===== config.mk =====
export PLATFORM = sky130hd
export DESIGN_NAME = univ_shift_reg
export DESIGN_NICKNAME = d
export VERILOG_FILES = /design/src/rtl/usr_pkg.sv /design/src/rtl/usr_cnt.sv /design/src/rtl/univ_shift_reg.sv
export SDC_FILE = /design/constraint.sdc
export NUM_CORES = 1
export LEC_CHECK = 0
export BUFFER_PORTS_ARGS = -buffer_cell sky130_fd_sc_hd__buf_2
export CORE_MARGIN = 8
export CORE_UTILIZATION = 35
export DETAILED_ROUTE_END_ITERATION = 10
export PLACE_DENSITY = 0.57
export SYNTH_ARGS = -nofsm -noshare
export SYNTH_HDL_FRONTEND = slang
export SYNTH_SLANG_ARGS = --single-unit

===== constraint.sdc =====
create_clock -name clk -period 3.71 [get_ports clk]
set_input_delay 0.742 -clock clk [delete_from_list [all_inputs] [get_ports clk]]
set_output_delay 0.742 -clock clk [all_outputs]
set_load 0.005 [all_outputs]

===== src/rtl/usr_pkg.sv =====
// Shared definitions for the universal shift register: mode encodings and
// a width helper for the shift counter.
package usr_pkg;

  localparam logic [1:0] MODE_HOLD = 2'b00;
  localparam logic [1:0] MODE_SHR  = 2'b01;
  localparam logic [1:0] MODE_SHL  = 2'b10;
  localparam logic [1:0] MODE_LOAD = 2'b11;

  // Bits needed to count 0..w inclusive.
  function automatic int cnt_w(input int w);
    return $clog2(w + 1);
  endfunction

endpackage


===== src/rtl/usr_cnt.sv =====
// Saturating shift counter. Clear beats increment; done is registered and
// tracks whether the next count has reached MAX, so it holds while the count
// sits at saturation.
module usr_cnt
  import usr_pkg::*;
#(
  parameter int MAX = 8
) (
  input  logic                   clk,
  input  logic                   rst_n,
  input  logic                   clr,
  input  logic                   inc,
  output logic [cnt_w(MAX)-1:0]  cnt,
  output logic                   done
);

  localparam int CW = cnt_w(MAX);
  localparam logic [CW-1:0] MAX_C = CW'(MAX);

  logic [CW-1:0] cnt_nxt;

  // Next count: clear on load, otherwise step up until pinned at MAX.
  always_comb begin
    cnt_nxt = cnt;
    if (clr)
      cnt_nxt = '0;
    else if (inc && (cnt != MAX_C))
      cnt_nxt = cnt + 1'b1;
  end

  // Counter and done flag registers, synchronous active-low reset.
  always_ff @(posedge clk) begin
    if (!rst_n) begin
      cnt  <= '0;
      done <= 1'b0;
    end else begin
      cnt  <= cnt_nxt;
      done <= (cnt_nxt == MAX_C);
    end
  end

endmodule


===== src/rtl/univ_shift_reg.sv =====
// Universal shift register: hold / shift right / shift left / parallel load,
// with a saturating shift counter that flags a fully shifted word.
// Build option ROTATE_EN: shifts recirculate the leaving bit instead of
// taking sin_r / sin_l.
module univ_shift_reg
  import usr_pkg::*;
#(
  parameter int               WIDTH   = 8,
  parameter logic [WIDTH-1:0] RST_VAL = '0
) (
  input  logic                      clk,
  input  logic                      rst_n,
  input  logic                      en,
  input  logic [1:0]                mode,
  input  logic                      sin_r,
  input  logic                      sin_l,
  input  logic [WIDTH-1:0]          d,
  output logic [WIDTH-1:0]          q,
  output logic                      sout_r,
  output logic                      sout_l,
  output logic [cnt_w(WIDTH)-1:0]   cnt,
  output logic                      done
);

  logic [WIDTH-1:0] q_nxt;
  logic             fill_r;  // bit entering q[WIDTH-1] on shift right
  logic             fill_l;  // bit entering q[0] on shift left
  logic             do_shift;
  logic             do_load;

`ifdef ROTATE_EN
  assign fill_r = q[0];
  assign fill_l = q[WIDTH-1];
  logic unused_sin;
  assign unused_sin = sin_r ^ sin_l;
`else
  assign fill_r = sin_r;
  assign fill_l = sin_l;
`endif

  assign do_shift = en && ((mode == MODE_SHR) || (mode == MODE_SHL));
  assign do_load  = en && (mode == MODE_LOAD);

  // Next-word mux; en low or hold mode keeps the current word.
  always_comb begin
    q_nxt = q;
    if (en) begin
      case (mode)
        MODE_SHR:  q_nxt = {fill_r, q[WIDTH-1:1]};
        MODE_SHL:  q_nxt = {q[WIDTH-2:0], fill_l};
        MODE_LOAD: q_nxt = d;
        default:   q_nxt = q;
      endcase
    end
  end

  // Word register; reset overrides any operation on the same edge.
  always_ff @(posedge clk) begin
    if (!rst_n)
      q <= RST_VAL;
    else
      q <= q_nxt;
  end

  assign sout_r = q[0];
  assign sout_l = q[WIDTH-1];

  usr_cnt #(.MAX(WIDTH)) u_cnt (
    .clk   (clk),
    .rst_n (rst_n),
    .clr   (do_load),
    .inc   (do_shift),
    .cnt   (cnt),
    .done  (done)
  );

endmodule


==> summary.txt <==
core area = 1960 sq um
Netlist cell types = 26
final setup violation count = 0
Post-synth top flop = dfxtp_1
CP Data Arrival Time = 2180 ps
Slowest Stage Delay on Critical Path = 520 ps
Worst Setup End Kind = flip-flop
final-report hold violation count = 0
status = complete, no violations
Detail Route Antenna Nets = 0
initial antenna violation count = 0
Clock Path Buffers = 2
DR pass1 iterations = 4
CTS Hold Bufs = 0
crit path time final = 1960 ps
CTS tree = yes
Syn Nets = 106
fmax = 511 MHz
Worst-Margin Slew = 902 ps
Clock Latency Late Sink = 280 ps
Setup TNS Final = 0 ps
Area Growth Syn to Fin = 24.7%
element type at the critical path start = input pin
sequential area share after synthesis = 35.7%
Vias = 736
Synth warnings = 0
vias per cell = 5.22
RePlAce Congestion = 0.866
Setup Skew = 0.569 ps
final net count = 135
total track usage = 11.1%
diode count = 0
TritonCTS Buffers = 3
drc violations = 0
max cap viols = 0
largest net degree at the start of global routing = 17
die footprint = 3800 sq um
boundary pin count = 30
PwrDens = 332 nW/um^2
root buffer cell = clkbuf_4
Die Span X = 61.6 um
1st-iter DRT viols = 12
Worst Hold Class = flip-flop to flip-flop
H-tree Lvls = 1
port buffer count = 29
fraction of layout cells with a size suffix above 1 = 32.5%
Post-CTS Repair Setup Buffers = 0
vias in the first global route = 703
EDFF count, synth = 0
Cells after Synth = 86
total gr overflow = 0
worst hold path depth = 2
slew margin rel. = 39.8%
CP Class = input pin to flip-flop
CTS clk-pin slew, worst paths = 100 ps
Yosys reg bits = 13
RSZ-0062 raised after global routing = no
Tcrit/Tclk final = 52.7%
Static Leak = 0.000414 uW
FFs w/ async S/R, synth = 0%
post-DP HPWL = 1.45 mm
Data required, critical path = 3930 ps
Pwr Total = 302 uW
worst reg2reg path depth = 5
slowest stage cell, crit path = or4_4
peak supply drop = 0.136 mV
initial cell density of the core = 37.1%
CTS resizes = 0
final wirelength = 1.92 mm
FP Rows = 16
synthesized area per cell = 8.47 sq um
Pins Over Slew Limit = 0
crit-path cells = buf_2 > ha_1 > a21bo_4 > or4_4 > o2bb2a_4
Die Ht = 61.6 um
crit-path max FO = 11
synthesized cell area = 728 sq um
CTS sink count = 13
wire per inst = 13.6 um
first-pass GRT wire length = 3.18 mm
through the flow:
stage	cell area, sq um	util (%)	std cells	hold WS (ps)	worst slack (ps)
final	908	46.3	141	508	1750
after detailed placement	881	44.9	137	490	1470
after floorplan	728	-	86	486	1790
after global placement	881	44.9	137	489	1480
after CTS	908	46.3	141	507	1760
after global routing	908	46.3	141	541	1600
cell usage after synthesis (all sizes together), types with 2 or more instances:
cell	instances	share of area, %
nor2	2	1.0
buf	3	2.6
dfxtp	13	36
inv	4	2.1
a31oi	9	7.7
ha	5	8.6
a21oi	2	1.4
nand2	14	7.2
o21ai	10	6.9
clkbuf	2	1.0
a22oi	8	8.2
cell families after synthesis:
family / share of synthesized area (%)
fa+ha+maj: 8.59
buf+inv: 5.67
simple gates: 16.2
compound gates: 33.9
flops: 35.7
registers in the layout (all words and copies together) (netlist names):
register / count
q: 8
u_cnt.cnt: 4
u_cnt.done: 1
path summary, 6_finish.rpt:
| path | slack [ps] | endpoint | startpoint |
|---|---|---|---|
| worst min-delay path | 510 | q[3]$_SDFFE_PN0P_ | q[4]$_SDFFE_PN0P_ |
| worst min register to register | 510 | q[3]$_SDFFE_PN0P_ | q[4]$_SDFFE_PN0P_ |
| worst max-delay path | 1750 | u_cnt.done$_SDFF_PN0_ | mode[0] |
| worst max register to register | 2140 | u_cnt.done$_SDFF_PN0_ | u_cnt.cnt[0]$_SDFF_PN0_ |
placed cells by master, fill, tap and decap left out:
cell type	n
nor3_1	1
ha_1	5
a21oi_1	2
o2bb2a_4	1
and3b_1	1
a21bo_4	1
nand3_1	1
and2_2	1
nand3b_1	1
a22oi_1	8
or4_4	1
nor2_1	2
o21ai_0	10
a211oi_1	1
inv_1	4
a31oi_1	9
clkbuf_4	3
dfxtp_1	13
nor2b_1	1
clkinv_2	1
nand2_1	14
a2111oi_0	1
buf_2	29
o2111ai_1	1
a211o_1	1
or3_1	1
power by group:
part,internal (uW),switching (uW)
sequential,147,8.33
clock,39.9,50.3
combinational,25.7,30.0
total,213,88.6
cell type report:
type | count | area [sq um]
clock inverter | 1 | 5.00
timing repair buffer | 29 | 145
inverter | 4 | 15.0
clock buffer | 3 | 22.5
fill | 222 | 1050
tap | 27 | 33.8
sequential | 13 | 260
multi-input combinational | 64 | 427
worst max-delay path: cells and delay by family:
family / cells / cell delay, ps
compound gates: 2 / 480
fa+ha+maj: 1 / 330
buf+inv: 1 / 110
simple gates: 1 / 520
routing by layer:
metal	wire [um]	share of wire (%)	vias up	GRT usage, %
met5	0	0	-	0
met4	13	0.68	0	4.87
met3	110	5.7	2	2.92
met2	871	45	17	17.0
met1	924	48	341	14.1
li1	-	-	376	-
No activity file was read; power rests on OpenSTA's default activity.
